[config.mk]
export PLATFORM = sky130hd
export DESIGN_NAME = csr_trap_ctrl_ysyx_23060136
export DESIGN_NICKNAME = d
export VERILOG_FILES = /design/src/rtl/csr_trap_ctrl_ysyx_23060136.sv
export SDC_FILE = /design/constraint.sdc
export NUM_CORES = 1
export LEC_CHECK = 0
export CORE_MARGIN = 2
export CORE_UTILIZATION = 40
export DETAILED_ROUTE_END_ITERATION = 12
export PLACE_DENSITY = 0.8
export SKIP_CTS_REPAIR_TIMING = 1
export SYNTH_ARGS = -nofsm -noshare
export SYNTH_HDL_FRONTEND = slang
export SYNTH_SLANG_ARGS = --single-unit
[constraint.sdc]
create_clock -name clk -period 1.93 [get_ports clk]
set_clock_uncertainty 0.15 [all_clocks]
set_input_delay 0.386 -clock clk [delete_from_list [all_inputs] [get_ports clk]]
set_output_delay 0.386 -clock clk [all_outputs]
set_load 0.05 [all_outputs]
[src/rtl/csr_trap_ctrl_ysyx_23060136.sv]
// Trap sequencer for ECALL/MRET: walks the CSR updates one write per cycle,
// then holds a fetch redirect until the IFU takes it.
`ifndef MSTATUS
`define MSTATUS 2'd0
`define MTVEC   2'd1
`define MEPC    2'd2
`define MCAUSE  2'd3
`endif

module csr_trap_ctrl_ysyx_23060136 #(
    parameter logic [31:0] CAUSE_ECALL = 32'd11
) (
    input  logic        clk,
    input  logic        rst_n,
    input  logic        req_valid,
    input  logic [1:0]  req_op,
    input  logic [31:0] req_pc,
    output logic        req_ready,
    output logic        req_err,
    output logic [1:0]  csr_rd_idx,
    input  logic [31:0] csr_rd_data,
    output logic        csr_wr_en,
    output logic [1:0]  csr_wr_idx,
    output logic [31:0] csr_wr_data,
    output logic        redirect_valid,
    output logic [31:0] redirect_pc,
    input  logic        redirect_ready,
    output logic        busy
);

    localparam logic [2:0] IDLE     = 3'd0;
    localparam logic [2:0] E_MEPC   = 3'd1;
    localparam logic [2:0] E_MCAUSE = 3'd2;
    localparam logic [2:0] E_MSTAT  = 3'd3;
    localparam logic [2:0] M_MEPC   = 3'd4;
    localparam logic [2:0] M_MSTAT  = 3'd5;
    localparam logic [2:0] REDIR    = 3'd6;

    localparam logic [1:0] OP_ECALL = 2'b01;
    localparam logic [1:0] OP_MRET  = 2'b10;

    typedef struct packed {
        logic [1:0]  op;
        logic [31:0] pc;
    } trap_req_t;

    logic [2:0]  state, state_nxt;
    trap_req_t   req_q;
    logic [31:0] target_q;
    logic        err_q;
    logic        accept;
    logic        unused_req_bits;

    assign req_ready       = (state == IDLE);
    assign busy            = (state != IDLE);
    assign accept          = req_valid && req_ready;
    assign req_err         = err_q;
    assign redirect_valid  = (state == REDIR);
    assign redirect_pc     = target_q;
    assign unused_req_bits = ^{req_q.op, req_q.pc[1:0]};

    always_comb begin
        state_nxt = state;
        case (state)
            IDLE: begin
                if (accept && req_op == OP_ECALL) state_nxt = E_MEPC;
                else if (accept && req_op == OP_MRET) state_nxt = M_MEPC;
            end
            E_MEPC:   state_nxt = E_MCAUSE;
            E_MCAUSE: state_nxt = E_MSTAT;
            E_MSTAT:  state_nxt = REDIR;
            M_MEPC:   state_nxt = M_MSTAT;
            M_MSTAT:  state_nxt = REDIR;
            REDIR:    if (redirect_ready) state_nxt = IDLE;
            default:  state_nxt = IDLE;
        endcase
    end

    always_ff @(posedge clk or negedge rst_n) begin
        if (!rst_n) begin
            state    <= IDLE;
            req_q    <= '0;
            target_q <= '0;
            err_q    <= 1'b0;
        end else begin
            state <= state_nxt;
            // illegal ops are consumed in IDLE and only reported
            err_q <= accept && (req_op != OP_ECALL) && (req_op != OP_MRET);
            if (accept) req_q <= '{op: req_op, pc: req_pc};
            if (state == E_MCAUSE || state == M_MEPC)
                target_q <= {csr_rd_data[31:2], 2'b00};
        end
    end

    always_comb begin
        csr_rd_idx  = `MSTATUS;
        csr_wr_en   = 1'b0;
        csr_wr_idx  = 2'd0;
        csr_wr_data = 32'd0;
        case (state)
            E_MEPC: begin
                csr_wr_en   = 1'b1;
                csr_wr_idx  = `MEPC;
                csr_wr_data = {req_q.pc[31:2], 2'b00};
            end
            E_MCAUSE: begin
                csr_rd_idx  = `MTVEC;
                csr_wr_en   = 1'b1;
                csr_wr_idx  = `MCAUSE;
                csr_wr_data = CAUSE_ECALL;
            end
            E_MSTAT: begin
                csr_wr_en          = 1'b1;
                csr_wr_idx         = `MSTATUS;
                csr_wr_data        = csr_rd_data;
                csr_wr_data[7]     = csr_rd_data[3];
                csr_wr_data[3]     = 1'b0;
                csr_wr_data[12:11] = 2'b11;
            end
            M_MEPC: csr_rd_idx = `MEPC;
            M_MSTAT: begin
                csr_wr_en          = 1'b1;
                csr_wr_idx         = `MSTATUS;
                csr_wr_data        = csr_rd_data;
                csr_wr_data[3]     = csr_rd_data[7];
                csr_wr_data[7]     = 1'b1;
                csr_wr_data[12:11] = 2'b11;
            end
            default: ;
        endcase
    end

endmodule
==> After elaboration in Yosys (flattened, before gate mapping) <==
Cells that the tools add are included.
{ "word_totals": {"reg_bits": 66, "in_bits": 70, "wordCells": 35} }
{ "classes": {"n_eq_ne": 12, "n_mux": 8, "n_reduce_logical": 11} }
{ "op_table": {"columns": ["cell", "n"], "rows": [
  ["$pmux 32 s4", 1],
  ["$pmux 3 s6", 1],
  ["$eq 3x3->1 const B", 3],
  ["$mux 3", 3],
  ["$pmux 2 s2", 2],
  ["$eq 3x2->1 const B", 2],
  ["$logic_and 1x1->1", 5],
  ["$ne 2x1->1 const B", 2],
  ["$reduce_or 4->1", 1],
  ["$eq 3x1->1 const B", 1],
  ["$logic_not 3->1", 1],
  ["$ne 3x1->1 const B", 1],
  ["$reduce_bool 3->1", 1],
  ["$eq 2x1->1 const B", 1],
  ["$eq 2x2->1 const B", 1],
  ["$ne 2x2->1 const B", 1],
  ["$reduce_and 2->1", 1],
  ["$reduce_or 2->1", 1],
  ["$logic_or 1x1->1", 1],
  ["$mux 1", 1]
]} }

==> Logic depth before layout (Yosys ltp) <==
Gate-level depths: netlist of the first run.
{ "depth": {"word_depth": 6, "mapped_depth": 6, "mapped_depth_nobuf": 3} }

==> Worst setup path before layout of the first run <==
No wires, ideal clock.
{ "synth_path": {"kind": "register -> output", "from": "register state[2]", "to": "output csr_wr_data[3]", "arrival_time_ns": 2.488, "setup_slack_ns": -1.094, "stages_incl_launch_ff": 5, "path_buffers": 1, "cell_sequence": "dfrtp_1 buf_2 nor3b_1 a31oi_1 nand2_1"} }
{ "synth_between": {"elab_chain_len": 2, "word_cells_on_any_way": 5, "cone_classes": "eq/ne (4); mux (1)"} }
{ "synth_rtl": {"columns": ["element", "line", "rtl"], "rows": [
  ["start: declaration", "47", "logic [2:0] state, state_nxt;"],
  ["start signal: assignment", "86", "state <= state_nxt;"],
  ["$eq 3x3->1 (tied with other cells)", "100", "case (state)"],
  ["$pmux 32 s4 *", "100", null],
  ["end: declaration", "24", "output logic [31:0] csr_wr_data,"]
]} }
Every way passes the cells marked *; elsewhere a longest branch is shown, timed or not.

==> Final worst setup path of the first run <==
{ "layout_path": {"from": "register state[2]", "to": "output csr_wr_idx[1]"} }
{ "layout_between": {"elab_chain_len": 2, "word_cells_on_any_way": 3, "cone_classes": "eq/ne (2); mux (1)"} }
{ "layout_rtl": {"columns": ["element", "line", "rtl"], "rows": [
  ["$eq 3x2->1 / $eq 3x1->1 (equally long branches)", "100", null],
  ["$pmux 2 s2 *", "100", null],
  ["end: declaration", "23", "output logic [1:0] csr_wr_idx,"]
]} }
Marked as above.

==> results of run 1 <==
-- path summary, 6_finish.rpt --
path / startpoint / end / slack (ns) / cells after the start
setup / recovery: state[2] / csr_wr_idx[1] / -0.35 / 5
hold / removal: redirect_pc[18] / redirect_pc[18] / 0.34 / 1
setup reg to reg: state[0] / req_q[15] / 0 / 6
hold reg to reg: redirect_pc[18] / redirect_pc[18] / 0.34 / 1
max in group asynchronous: rst_n / redirect_pc[28] / 0.89 / 3
min in group asynchronous: rst_n / req_q[13] / 0.46 / 3
-- final cells by class --
class                   count  share of cell area
repair buffers            161               0.376
flip-flops and latches     64               0.303
multi-input cells         119               0.254
clock buffers              13              0.0282
well taps                  96              0.0227
clock inverters             3              0.0123
inverters                   4             0.00355
-- cells in the final DEF, fill, tap and decap left out, types with 3 or more instances in the layout --
| cell | synthesis | routed |
|---|---|---|
| buf_6 | 3 | 7 |
| mux2_1 | 31 | 31 |
| mux2_2 | 29 | 27 |
| clkbuf_8 | 0 | 10 |
| inv_1 | 4 | 3 |
| a22o_2 | 0 | 13 |
| clkdlybuf4s50_1 | 0 | 66 |
| a22o_4 | 0 | 13 |
| buf_12 | 0 | 47 |
| buf_4 | 8 | 39 |
| clkbuf_1 | 1 | 3 |
| dfrtp_1 | 64 | 64 |
-- through the flow --
stage	setup slack, ns	TNS, ns	utilization
floorplan	-0.226	-0.770	-
global placement	-0.0846	-2.10	0.716
detailed placement	-0.120	-2.87	0.716
CTS	-0.412	-13.48	0.747
global route	-0.406	-13.73	0.769
finish	-0.350	-11.05	0.769
-- routing by layer --
metal	GRT usage	routed length (µm)
met2	0.367	4270
met1	0.250	3230
met4	0.0801	76
met3	0.0619	613
met5	0	0
-- flip-flops by register name, indices dropped and copies added (netlist names) --
name and cells:
req_err 1, req_q 30, state 3, redirect_pc 30
-- logic make-up (layout without fill, tap and decap cells) --
family / count (synthesis) / after routing / share of synthesized area
compound gates: 37 / 37 / 0.108
xor+xnor: 2 / 2 / 0.00607
buf+inv: 22 / 181 / 0.0494
flops: 64 / 64 / 0.555
mux: 60 / 60 / 0.234
other cells: 1 / 2 / 0.00130
simple gates: 18 / 18 / 0.0464
-- worst max-delay path: cells and delay by family, from the launching register on --
kind | cells | cell delay (ns)
AND/OR/NAND/NOR | 2 | 0.50
flip-flops | 1 | 0.41
buffers and inverters | 3 | 0.51
==> impl_metrics.ini, run 1 <==
[placement]
postPlaceCellArea_um2 = 4920
place.gp.congestion = 0.696
io_buffer_count = 138
dpl.hpwl_um = 5770
placed_cells = 436

[routing]
via_per_inst = 4.93
vias = 2266
drc = 0
ant_nets = 0
dr.pass1.iters = 4
routed_wl_um = 8190
drt_iter0_markers = 65
avgRoutedWirePerCell_um = 17.8

[synth]
yosysMostFrequentCell = dfrtp_1
synth-seq-cells = 64
async_flop_share = 1.00
ys_warn_count = 0
synth_cells = 204
synth_common_cells = 64 x dfrtp_1, 31 x mux2_1, 29 x mux2_2, 26 x a22o_1, 8 x buf_4
synth_area_um2 = 2890
yosys.area.top_type = dfrtp_1
synth_edf_count = 0
synthTopCellsByArea = dfrtp_1 56%, mux2_1 12%, mux2_2 11%
yosysSeqAreaShare = 0.555
yosysTopAreaCellShare = 0.555
synth.avg_cell_area_um2 = 14.1
ys.flop_type = dfrtp_1
yosysUniqueCellTypes = 31

[timing]
layout_worst_path_cycle_share = 1.18
rsz0062_at_grt = yes
period_minus_slack_ns = 2.28
fin_ws_ns = -0.350
clock.fmax_ghz = 0.439
final-hold-violation-count = 0
slew_viol_final = 0
setup_viol = 43
hold-worst-slack_ns = 0.341

[clocking]
cts_tree = yes
clockRootBuffer = clkbuf_8
numClockSinks = 64
cts_buffer_depth = 2
clk_latency_ns = 0.33
htreeDepth = 3
numCtsBuffers = 9
clk_pin_slew_ns = 0.07

[die]
ios = 143
rows = 30
start_util = 0.420
die_x_um = 88.9
fp.dieArea_um2 = 7910
coreArea_um2 = 6870
die_h_um = 88.9

[finish]
final_area_um2 = 5290
finalNonFillerCells = 460
area_growth_pct = 83.2
seqCellArea_um2 = 1600
antenna_cells = 0
drive_gt1_frac = 0.495
final_nets = 429
multi_input_area_um2 = 1340
n_fill_cell = 428

[global_routing]
grt_max_degree = 65
grt_pass1_wl_um = 12500
grt_usage = 0.212
grt_overflow = 0
grt_pass1_vias = 2451
antenna_found_initial = 0

[outcome]
status = finished, violations left
violations = negative setup slack

[worst_setup_path]
critPathArrivalTime_ns = 1.74
crit_path_frequent_cell = buf_12
cp-start-kind = flop
cp_max_fo = 17
max_stage_delay_ns = 0.41
endpoint_kind = output pin
worst-setup-path-type = flop to output pin
worstPathRequired_ns = 1.39
cp_slowest_cell = dfrtp_1
cp_cell_sequence = buf_6 -> and2b_1 -> buf_12 -> or2_4 -> buf_12

[flow_run]
maxCapViolCount = 0

[min_path]
worst_hold_path_type = flop to flop
Power of run 1 is left out: the tool's default activity adds up to more than one toggle a clock period on the data nets, which glitch-free logic cannot reach.
==> run 2, diff against run 1 <==
--- a/config.mk
+++ b/config.mk
@@ -5,6 +5,7 @@
 export SDC_FILE = /design/constraint.sdc
 export NUM_CORES = 1
 export LEC_CHECK = 0
+export CAP_MARGIN = 40
 export CORE_MARGIN = 2
 export CORE_UTILIZATION = 40
 export DETAILED_ROUTE_END_ITERATION = 12
==> results of run 2 <==
Same layout as run 1: the final DEF is identical, and so are final timing and power.
Power of run 2 is left out for the same reason.
==> run 3, diff against run 2 <==
--- a/config.mk
+++ b/config.mk
@@ -6,11 +6,13 @@
 export NUM_CORES = 1
 export LEC_CHECK = 0
 export CAP_MARGIN = 40
+export CORE_ASPECT_RATIO = 1.25
 export CORE_MARGIN = 2
-export CORE_UTILIZATION = 40
+export CORE_UTILIZATION = 36
 export DETAILED_ROUTE_END_ITERATION = 12
-export PLACE_DENSITY = 0.8
+export PLACE_DENSITY = 0.76
 export SKIP_CTS_REPAIR_TIMING = 1
+export SLEW_MARGIN = 20
 export SYNTH_ARGS = -nofsm -noshare
 export SYNTH_HDL_FRONTEND = slang
 export SYNTH_SLANG_ARGS = --single-unit
==> constraint.sdc (replaced) <==
create_clock -name clk -period 2.05 [get_ports clk]
set_clock_uncertainty 0.15 [all_clocks]
set_input_delay 0.41 -clock clk [delete_from_list [all_inputs] [get_ports clk]]
set_output_delay 0.41 -clock clk [all_outputs]
set_load 0.05 [all_outputs]
==> run 3 against run 2 <==
- flip-flop and latch count unchanged
- largest cell class unchanged
- hold slack got worse by 0.012 ns
- the run still ends with negative setup slack left
- cell count grew 0.22%
- routed wire length up 1.1%
- final area is 1.9% higher
- clock-buffer cell count fell by 1
- sequential share of layout area fell by 0.56 points
- first-iteration DRC count shrank 37%
==> impl_metrics.ini, run 3 (synthesis results as in run 1) <==
[worst_setup_path]
reg2reg_to = req_q[15]
cp-start-kind = flop
worstSetupEndpoint = csr_wr_data[22]
cp_slowest_cell = dfrtp_1
endpoint_kind = output pin
cp_max_fo = 7
worst-setup-path-type = flop to output pin
rr_worst_depth = 7
critPathArrivalTime_ns = 1.71
r2r_slack_ns = 0.03
worstPathRequired_ns = 1.49
max_stage_delay_ns = 0.41
startpoint = state[2]
r2r-start = state[2]
cp_cell_sequence = buf_6 -> and2b_4 -> buf_8 -> a22o_1 -> buf_12

[timing]
rsz0062_at_grt = yes
final-hold-violation-count = 0
slew_headroom = 0.642
setup_viol = 38
layout_worst_path_cycle_share = 1.11
period_minus_slack_ns = 2.27
clock.fmax_ghz = 0.441
fin_ws_ns = -0.216
tightestPinTransition_ns = 0.536
slew_viol_final = 0

[clocking]
cts_buffer_depth = 2
htreeDepth = 3
numCtsBuffers = 9
clockRootBuffer = clkbuf_8
numClockSinks = 64
clk_latency_ns = 0.33
clk_pin_slew_ns = 0.07
cts_tree = yes

[global_routing]
grt_overflow = 0
grt_max_degree = 34
grt_usage = 0.175
antenna_found_initial = 0
grt_pass1_wl_um = 12100
grt_pass1_vias = 2465

[routing]
via_per_inst = 5.01
routed_wl_um = 8280
ant_nets = 0
dr.pass1.iters = 4
drt_iter0_markers = 41
avgRoutedWirePerCell_um = 18.0
drc = 0
vias = 2310

[min_path]
worst_hold_path_type = flop to flop
min_from = redirect_pc[7]

[finish]
area_growth_pct = 86.6
drive_gt1_frac = 0.413
layout_common_cells = 66 x clkdlybuf4s50_1, 64 x dfrtp_1, 44 x buf_12
final_common_cell = clkdlybuf4s50_1
finalNonFillerCells = 461
final_nets = 434
antenna_cells = 0

[die]
ios = 143
rows = 36
die_x_um = 84.1
start_util = 0.370
coreArea_um2 = 7790
fp.dieArea_um2 = 8750
die_h_um = 104

[outcome]
status = finished, violations left
violations = negative setup slack

[placement]
io_buffer_count = 138
dpl.hpwl_um = 5720
placed_cells = 437
place.gp.congestion = 0.713
dp_slack_ns = -0.0147

[flow_run]
maxCapViolCount = 0
## run 3: cell types whose count changed in the layout (fill, tap and decap cells not counted), sizes merged
cell	change
dlymetal6s2s	+23
bufinv	-2
clkbuf	+1
buf	-20
## run 3: per-layer routing
metal | wire length (µm) | global-route usage | up-vias
met5 | 0 | 0 | -
met4 | 93 | 0.0553 | 0
met3 | 592 | 0.0643 | 8
met2 | 4480 | 0.303 | 90
met1 | 3110 | 0.198 | 1152
li1 | - | - | 1060
## run 3: stage by stage
step	TNS, ns	cell area [µm²]	utilization	hold slack [ns]
after floorplan	-0.202	2940	-	-0.0356
after global placement	0	4820	0.618	0.318
after detailed placement	-0.0221	4820	0.618	0.324
after CTS	-9.27	4980	0.639	-0.0467
after global routing	-9.59	5390	0.691	0.349
final	-6.53	5390	0.691	0.329
## run 3: worst min path at each step
stage / slack (ns) / to / depth (start not counted)
after global placement: 0.32 / redirect_pc[23] / 2
after detailed placement: 0.32 / redirect_pc[8] / 1
after CTS: -0.05 / redirect_pc[2] / 2
after floorplan: -0.04 / redirect_pc[10] / 0
final: 0.33 / redirect_pc[7] / 1
after global routing: 0.35 / redirect_pc[17] / 1
## run 3: worst max-delay path, delay by kind of cell (launching register included)
kind	cells	cell delay (ns)
AOI/OAI and AO/OA	1	0.19
buffers and inverters	3	0.45
DFF	1	0.41
and+or+nand+nor	1	0.31
## run 3: cell type report
cell class | instances | area, µm²
timing repair buffer | 166 | 2130
tap | 95 | 119
fill | 549 | 2410
clock buffer | 12 | 155
sequential | 64 | 1600
inverter | 4 | 18.8
multi-input combinational | 119 | 1360
clock inverter | 1 | 5.00
Power of run 3 is left out for the same reason.
